`src/rtl/cache_arb_types.sv`:
```
// Shared types for the cache arbiter: FSM state encoding and default widths.
package cache_arb_types;
  localparam int LINE_W_DEF = 256;
  localparam int ADDR_W_DEF = 32;

  typedef enum logic [1:0] {
    IDLE     = 2'd0,
    SERVE_I  = 2'd1,
    SERVE_D  = 2'd2,
    COOLDOWN = 2'd3
  } arb_state_e;
endpackage

```
`src/rtl/cache_arbiter.sv`:
```
// Arbitrates icache fills and dcache fills/writebacks onto one cacheline adaptor.
// Optional macro CACHE_ARB_RR_EN: round-robin tie-break instead of fixed dcache priority.
module cache_arbiter
  import cache_arb_types::*;
#(
  parameter int LINE_W = LINE_W_DEF,
  parameter int ADDR_W = ADDR_W_DEF
) (
  input  logic              clk,
  input  logic              rst,
  input  logic              icache_pmem_read,
  input  logic [ADDR_W-1:0] icache_pmem_address,
  output logic [LINE_W-1:0] icache_pmem_rdata,
  output logic              icache_pmem_resp,
  input  logic              dcache_pmem_read,
  input  logic              dcache_pmem_write,
  input  logic [ADDR_W-1:0] dcache_pmem_address,
  input  logic [LINE_W-1:0] dcache_pmem_wdata,
  output logic [LINE_W-1:0] dcache_pmem_rdata,
  output logic              dcache_pmem_resp,
  output logic              cla_read,
  output logic              cla_write,
  output logic [ADDR_W-1:0] cla_address,
  output logic [LINE_W-1:0] cla_wdata,
  input  logic [LINE_W-1:0] cla_rdata,
  input  logic              cla_resp
);
  arb_state_e        state_q, state_d;
  logic [ADDR_W-1:0] addr_q, addr_d;
  logic [LINE_W-1:0] wdata_q, wdata_d;
  logic              write_q, write_d;
  logic              d_req, i_req, pick_d;

  assign d_req = dcache_pmem_read | dcache_pmem_write;
  assign i_req = icache_pmem_read;

`ifdef CACHE_ARB_RR_EN
  // 1 = dcache granted last; reset value lets dcache win the first tie.
  logic last_d_q, last_d_d;
  assign pick_d = d_req & (~i_req | ~last_d_q);

  always_ff @(posedge clk) begin
    if (!rst) last_d_q <= 1'b0;
    else      last_d_q <= last_d_d;
  end
`else
  assign pick_d = d_req;
`endif

  always_ff @(posedge clk) begin
    if (!rst) begin
      state_q <= IDLE;
      addr_q  <= '0;
      wdata_q <= '0;
      write_q <= 1'b0;
    end else begin
      state_q <= state_d;
      addr_q  <= addr_d;
      wdata_q <= wdata_d;
      write_q <= write_d;
    end
  end

  always_comb begin
    state_d          = state_q;
    addr_d           = addr_q;
    wdata_d          = wdata_q;
    write_d          = write_q;
    cla_read         = 1'b0;
    cla_write        = 1'b0;
    icache_pmem_resp = 1'b0;
    dcache_pmem_resp = 1'b0;
`ifdef CACHE_ARB_RR_EN
    last_d_d         = last_d_q;
`endif
    unique case (state_q)
      IDLE: begin
        if (pick_d) begin
          state_d = SERVE_D;
          addr_d  = dcache_pmem_address;
          wdata_d = dcache_pmem_wdata;
          write_d = dcache_pmem_write;  // read+write together is a writeback
`ifdef CACHE_ARB_RR_EN
          last_d_d = 1'b1;
`endif
        end else if (i_req) begin
          state_d = SERVE_I;
          addr_d  = icache_pmem_address;
          wdata_d = '0;
          write_d = 1'b0;
`ifdef CACHE_ARB_RR_EN
          last_d_d = 1'b0;
`endif
        end
      end
      SERVE_I, SERVE_D: begin
        cla_read  = ~write_q;
        cla_write = write_q;
        if (cla_resp) begin
          state_d = COOLDOWN;
          if (state_q == SERVE_I) icache_pmem_resp = 1'b1;
          else                    dcache_pmem_resp = 1'b1;
        end
      end
      // One dead cycle so a requester dropping on resp is not re-granted.
      COOLDOWN: state_d = IDLE;
      default:  state_d = IDLE;
    endcase
  end

  assign cla_address       = addr_q;
  assign cla_wdata         = wdata_q;
  assign icache_pmem_rdata = cla_rdata;
  assign dcache_pmem_rdata = cla_rdata;
endmodule

```
`config.mk`:
```
export PLATFORM = sky130hd
export DESIGN_NAME = cache_arbiter
export DESIGN_NICKNAME = d
export VERILOG_FILES = /design/src/rtl/cache_arb_types.sv /design/src/rtl/cache_arbiter.sv
export SDC_FILE = /design/constraint.sdc
export NUM_CORES = 1
export LEC_CHECK = 0
export ABC_AREA = 1
export CAP_MARGIN = 40
export CORE_AREA = 2 2 541 543
export CTS_CLUSTER_DIAMETER = 100
export DETAILED_ROUTE_END_ITERATION = 16
export DIE_AREA = 0 0 543 545
export HOLD_SLACK_MARGIN = 0.03
export SLEW_MARGIN = 30
export SYNTH_ARGS = -nofsm -noshare
export SYNTH_HDL_FRONTEND = slang
export SYNTH_SLANG_ARGS = --single-unit
export TNS_END_PERCENT = 10
```
`constraint.sdc`:
```
create_clock -name clk -period 1.4 [get_ports clk]
set_input_delay 0.28 -clock clk [delete_from_list [all_inputs] [get_ports clk]]
set_output_delay 0.28 -clock clk [all_outputs]
set_load 0.02 [all_outputs]
```
# [Word-level counts from Yosys, hierarchy flattened]
# Index checks and enable logic that the tools add are counted.
[word_totals] regBits=291 output_inout_bits=804 word_cells=34
[classes] eq_ne=5 n_mux=18 bitwise_logic=2 n_reduce_logical=5
[op_table] operator="$mux W256" count=2
[op_table] operator="$mux W32" count=2
[op_table] operator="$mux W1" count=10
[op_table] operator="$mux W2" count=3
[op_table] operator="$pmux W2 S3" count=1
[op_table] operator="$eq A2 B2 Y1 const B" count=2
[op_table] operator="$reduce_and A2 Y1" count=2
[op_table] operator="$ne A3 B3 Y1 const B" count=1
[op_table] operator="$eq A2 B1 Y1 const B" count=1
[op_table] operator="$logic_not A2 Y1" count=1
[op_table] operator="$ne A2 B2 Y1 const B" count=1
[op_table] operator="$reduce_bool A2 Y1" count=1
[op_table] operator="$reduce_or A2 Y1" count=1
[op_table] operator="$not A1 Y1" count=1
[op_table] operator="$or A1 B1 Y1" count=1

# [Logic depth before layout (Yosys ltp)]
[logic_depth] depth_word=4 ltp_mapped=8 depth_no_buf=7

# [Worst setup path before layout]
# No wires, ideal clock.
[synth_timing] path_kind="reg2out" from="reg state_q[0]" to="out dcache_pmem_resp" arrival_time_ns=1.234 t_required_ns=1.120 path_slack_ns=-0.114 path_stages_with_launch=5 path_buffers=0 cell_sequence="dfxtp_1 -> inv_1 -> ha_1 -> inv_1 -> nor3_1"
[synth_between] elab_chain_cells=4
[synth_lines] item="start, declared" line_no="cache_arbiter.sv:28" source="arb_state_e state_q, state_d;"
[synth_lines] item="start signal, assigned" line_no="cache_arbiter.sv:57" source="state_q <= state_d;"
[synth_lines] item="$eq A2 B1 Y1" line_no="cache_arbiter.sv:76, cache_arbiter.sv:101"
[synth_lines] item="$mux W1" line_no="cache_arbiter.sv:101" source="if (state_q == SERVE_I) icache_pmem_resp = 1'b1;"
[synth_lines] item="$mux W1" line_no="cache_arbiter.sv:99" source="if (cla_resp) begin"
[synth_lines] item="$mux W1 (*)" line_no="cache_arbiter.sv:76" source="unique case (state_q)"
[synth_lines] item="end, declared" line_no="cache_arbiter.sv:20" source="output logic dcache_pmem_resp,"
# Mark *: on every way between the ends. The rest lies on a longest branch, timed or not.

# [Worst setup path in the final report]
[layout_timing] from="reg state_q[0]" to="out cla_write"
[layout_between] elab_chain_cells=3
[layout_lines] item="$eq A2 B1 Y1 or $eq A2 B2 Y1 (tied branches)" line_no="cache_arbiter.sv:76"
[layout_lines] item="$reduce_or A2 Y1 (*)" line_no="cache_arbiter.sv:76"
[layout_lines] item="$mux W1 (*)" line_no="cache_arbiter.sv:76"
[layout_lines] item="end, declared" line_no="cache_arbiter.sv:22" source="output logic cla_write,"
# Marks and branches as above.

==> out/metrics.yaml <==
synth:
  synth_top_area_share_pct: 40.0
  ys_types: 17
  syn_nets: 2554
  syn-instance-count: 1969
  ys_ff_latch: 291
  synth_area_per_cell_sq_um: 7.40
  yosysTopAreaCell: "dfxtp_1"
  syn_area_sq_mm: 0.0146
  synth.area.top_cells: "dfxtp_1, buf_4, nand2_1"
  yosys_warnings: 0
  yosysSeqAreaShare_pct: 40.0
drt:
  drtIter0Drc: 860
  drt_first_pass_iters: 5
  vias_per_cell: 2.37
  via_count: 14600
  wl_per_cell_um: 37.2
  drtAntennaViolNets: 0
  post-route-drc-count: 0
  routed_wl_um: 229000
finish:
  stdcell_count: 6146
  design_area_sq_mm: 0.0283
  fin_nets: 2735
  syn_to_final_growth_pct: 94.5
  drive_gt1_share_pct: 44.7
  final_util_pct: 9.76
setup_path:
  crit_fanout: 4
  r2r_end: "cla_wdata[73]"
  criticalPathCategory: "flip-flop to output port"
  worst_setup_path_end_kind: "output port"
  critPathLaunchType: "flip-flop"
  rrSetupSlack_ns: -0.38
  rr_worst_depth: 11
  crit_arrival_ns: 1.67
  r2r_start: "state_q[0]"
  critPathRequiredTime_ns: 1.12
global_routing:
  grt_overflow: 0
  grt_usage_pct: 14.2
  grt_pass1_wl_um: 248000
  met2_usage_pct: 20.3
  antenna_found_initial: 238
  grt_pass1_vias: 13000
  use_met3_pct: 22.2
  grt_max_degree: 74
  top_usage_layer: "met3"
  gr-usage-met1_pct: 8.98
placement:
  dpl.hpwl_um: 202000
  gp_congestion: 0.869
  portBuffers: 617
  dp_slack_ns: -0.547
  place_inst: 5931
  placed_cell_area_sq_mm: 0.0237
pwr:
  clockPowerShare_pct: 19.8
  p_switching_mw: 23.7
  p_int_mw: 33.1
  powerDensity_mw_per_mm2: 2010
  sw_frac_of_total_pct: 41.7
  ir_drop_mv: 1.20
  total_power_mw: 56.9
  leakage_nw: 10.0
  power_frac_comb_pct: 57.2
  pwr-share-seq_pct: 23.0
floorplanning:
  die_w_um: 543
  start_util_pct: 5.02
  fp.coreArea_sq_mm: 0.290
  boundaryPins: 1386
  die_y_um: 545
  die-area_sq_mm: 0.296
  rows: 198
cts:
  cts_tree: "yes"
  cts_sinks: 291
  cts_root_buffer: "clkbuf_16"
  clk_pin_slew_ns: 0.06
  h-tree-depth: 2
  cts_buffers: 42
  cts_max_path_buffers: 3
  clk_latency_ns: 0.65
sta:
  worst_slew_pin_slew_ns: 0.544
  fin_crit_sh_pct: 140
  skew_ns: 0.0508
  fmax_ghz: 0.512
  finalCriticalPeriod_ns: 1.95
  worst_slack_ns: -0.555
  hold_violations: 0
  rsz0062_at_grt: "true"
  setup_violations: 438
  finalMaxSlewViolations: 0
  max-slew-margin-rel_pct: 63.7
run_status:
  failed_checks: "setup timing"
  outcome: "complete, but fails checks"
hold_path:
  hold_path.class: "input port to flip-flop"
  holdPathEnd: "cla_wdata[189]"
  hp-start: "dcache_pmem_wdata[189]"
  holdPathStages: 3
flow_run:
  maxCapViolations: 0
-- critical path: stages, from the launching register on --
cell and delay (ns):
dfxtp_2 0.34, inv_2 0.05, ha_4 0.28, buf_6 0.09, nand2_2 0.04, inv_2 0.07
buf_12 0.13
-- power groups by stage --
| stage | Sequential [mW] | Combinational (mW) | Clock [mW] |
|---|---|---|---|
| final | 13.1 | 32.5 | 11.3 |
| after CTS | 12.7 | 24.5 | 11.7 |
| after global routing | 13.3 | 34.5 | 11.9 |
| after floorplan | 14.0 | 9.20 | 0 |
| after detailed placement | 12.5 | 23.9 | 0 |
| after global placement | 12.5 | 23.8 | 0 |
-- Yosys cell counts --
master / n
buf_4: 543
nor2_4: 1
clkinv_1: 1
inv_1: 42
nor3_1: 1
inv_2: 1
nor2_1: 69
dfxtp_1: 291
buf_1: 3
clkbuf_1: 33
a21oi_1: 257
o21ai_0: 2
nand3_1: 1
ha_1: 3
nor2_2: 1
buf_2: 34
nand2_1: 686
-- state kept, by name, indices dropped and copies added (netlist names) --
register,count
write_q,1
cla_wdata,256
cla_address,32
state_q,2
-- stage by stage --
| stage | setup TNS, ns | hold WS, ns |
|---|---|---|
| final | -81.62 | 0.179 |
| after global routing | -118.47 | 0.142 |
| after CTS | -80.62 | 0.112 |
| after detailed placement | -136.92 | 0.454 |
| after global placement | -133.61 | 0.449 |
| after floorplan | 0 | 0.420 |
-- layout make-up --
cell class	count	area, sq um
fill	33400	262000
timing repair buffer	749	10300
sequential	291	6310
multi-input combinational	1022	5160
tap	3900	4880
clock buffer	55	1160
clock inverter	19	224
inverter	44	173
antenna	66	165
-- worst max-delay path by stage --
stage	startpoint	to	slack, ns	depth (start not counted)
after global routing	state_q[0]	cla_write	-0.66	6
after global placement	dcache_pmem_write	cla_wdata[174]	-0.55	7
after CTS	state_q[0]	cla_write	-0.65	6
after detailed placement	dcache_pmem_write	cla_wdata[1]	-0.55	7
after floorplan	state_q[0]	cla_wdata[225]	0.04	8
final	state_q[0]	cla_write	-0.55	6
-- per-layer routing --
layer / wire length [um] / share of wire, %
met1: 52000 / 23
met2: 93300 / 41
met3: 73100 / 32
met4: 8060 / 3.5
met5: 2320 / 1.0
-- placed cells by master (no fill, tap or decap), drive strengths merged --
master | synthesis | routed
ha | 3 | 3
a21oi | 257 | 257
nor3 | 1 | 1
clkbuf | 33 | 87
clkinv | 1 | 6
clkinvlp | 0 | 3
buf | 580 | 392
clkdlybuf4s50 | 0 | 324
nor2 | 71 | 71
inv | 43 | 52
bufinv | 0 | 2
o21ai | 2 | 2
dlygate4sd3 | 0 | 1
nand2 | 686 | 687
dfxtp | 291 | 291
diode | 0 | 66
nand3 | 1 | 1
-- cells by family (layout without fill, tap and decap cells) --
logic type                 count (synthesis)  after routing  share of synthesized area, %
DFF                                      291            291                          40.0
buffers and inverters                    657            867                          31.2
AOI/OAI and AO/OA                        259            259                          8.90
and+or+nand+nor                          759            760                          19.6
adders and majority gates                  3              3                         0.258
other                                      0             66                             0
-- what timing repair did --
| action | CTS | global route |
|---|---|---|
| gates resized for setup | 895 | 475 |
| cloned | 0 | 39 |
| pin swaps | 4 | 115 |
| endpoints found under the setup margin | 583 | 565 |
| hold endpoints to repair | 1 | 0 |
| hold buffers | 1 | 0 |
| buffers inserted | 14 | 21 |
Note: power is estimated with default switching activity, not from simulation.
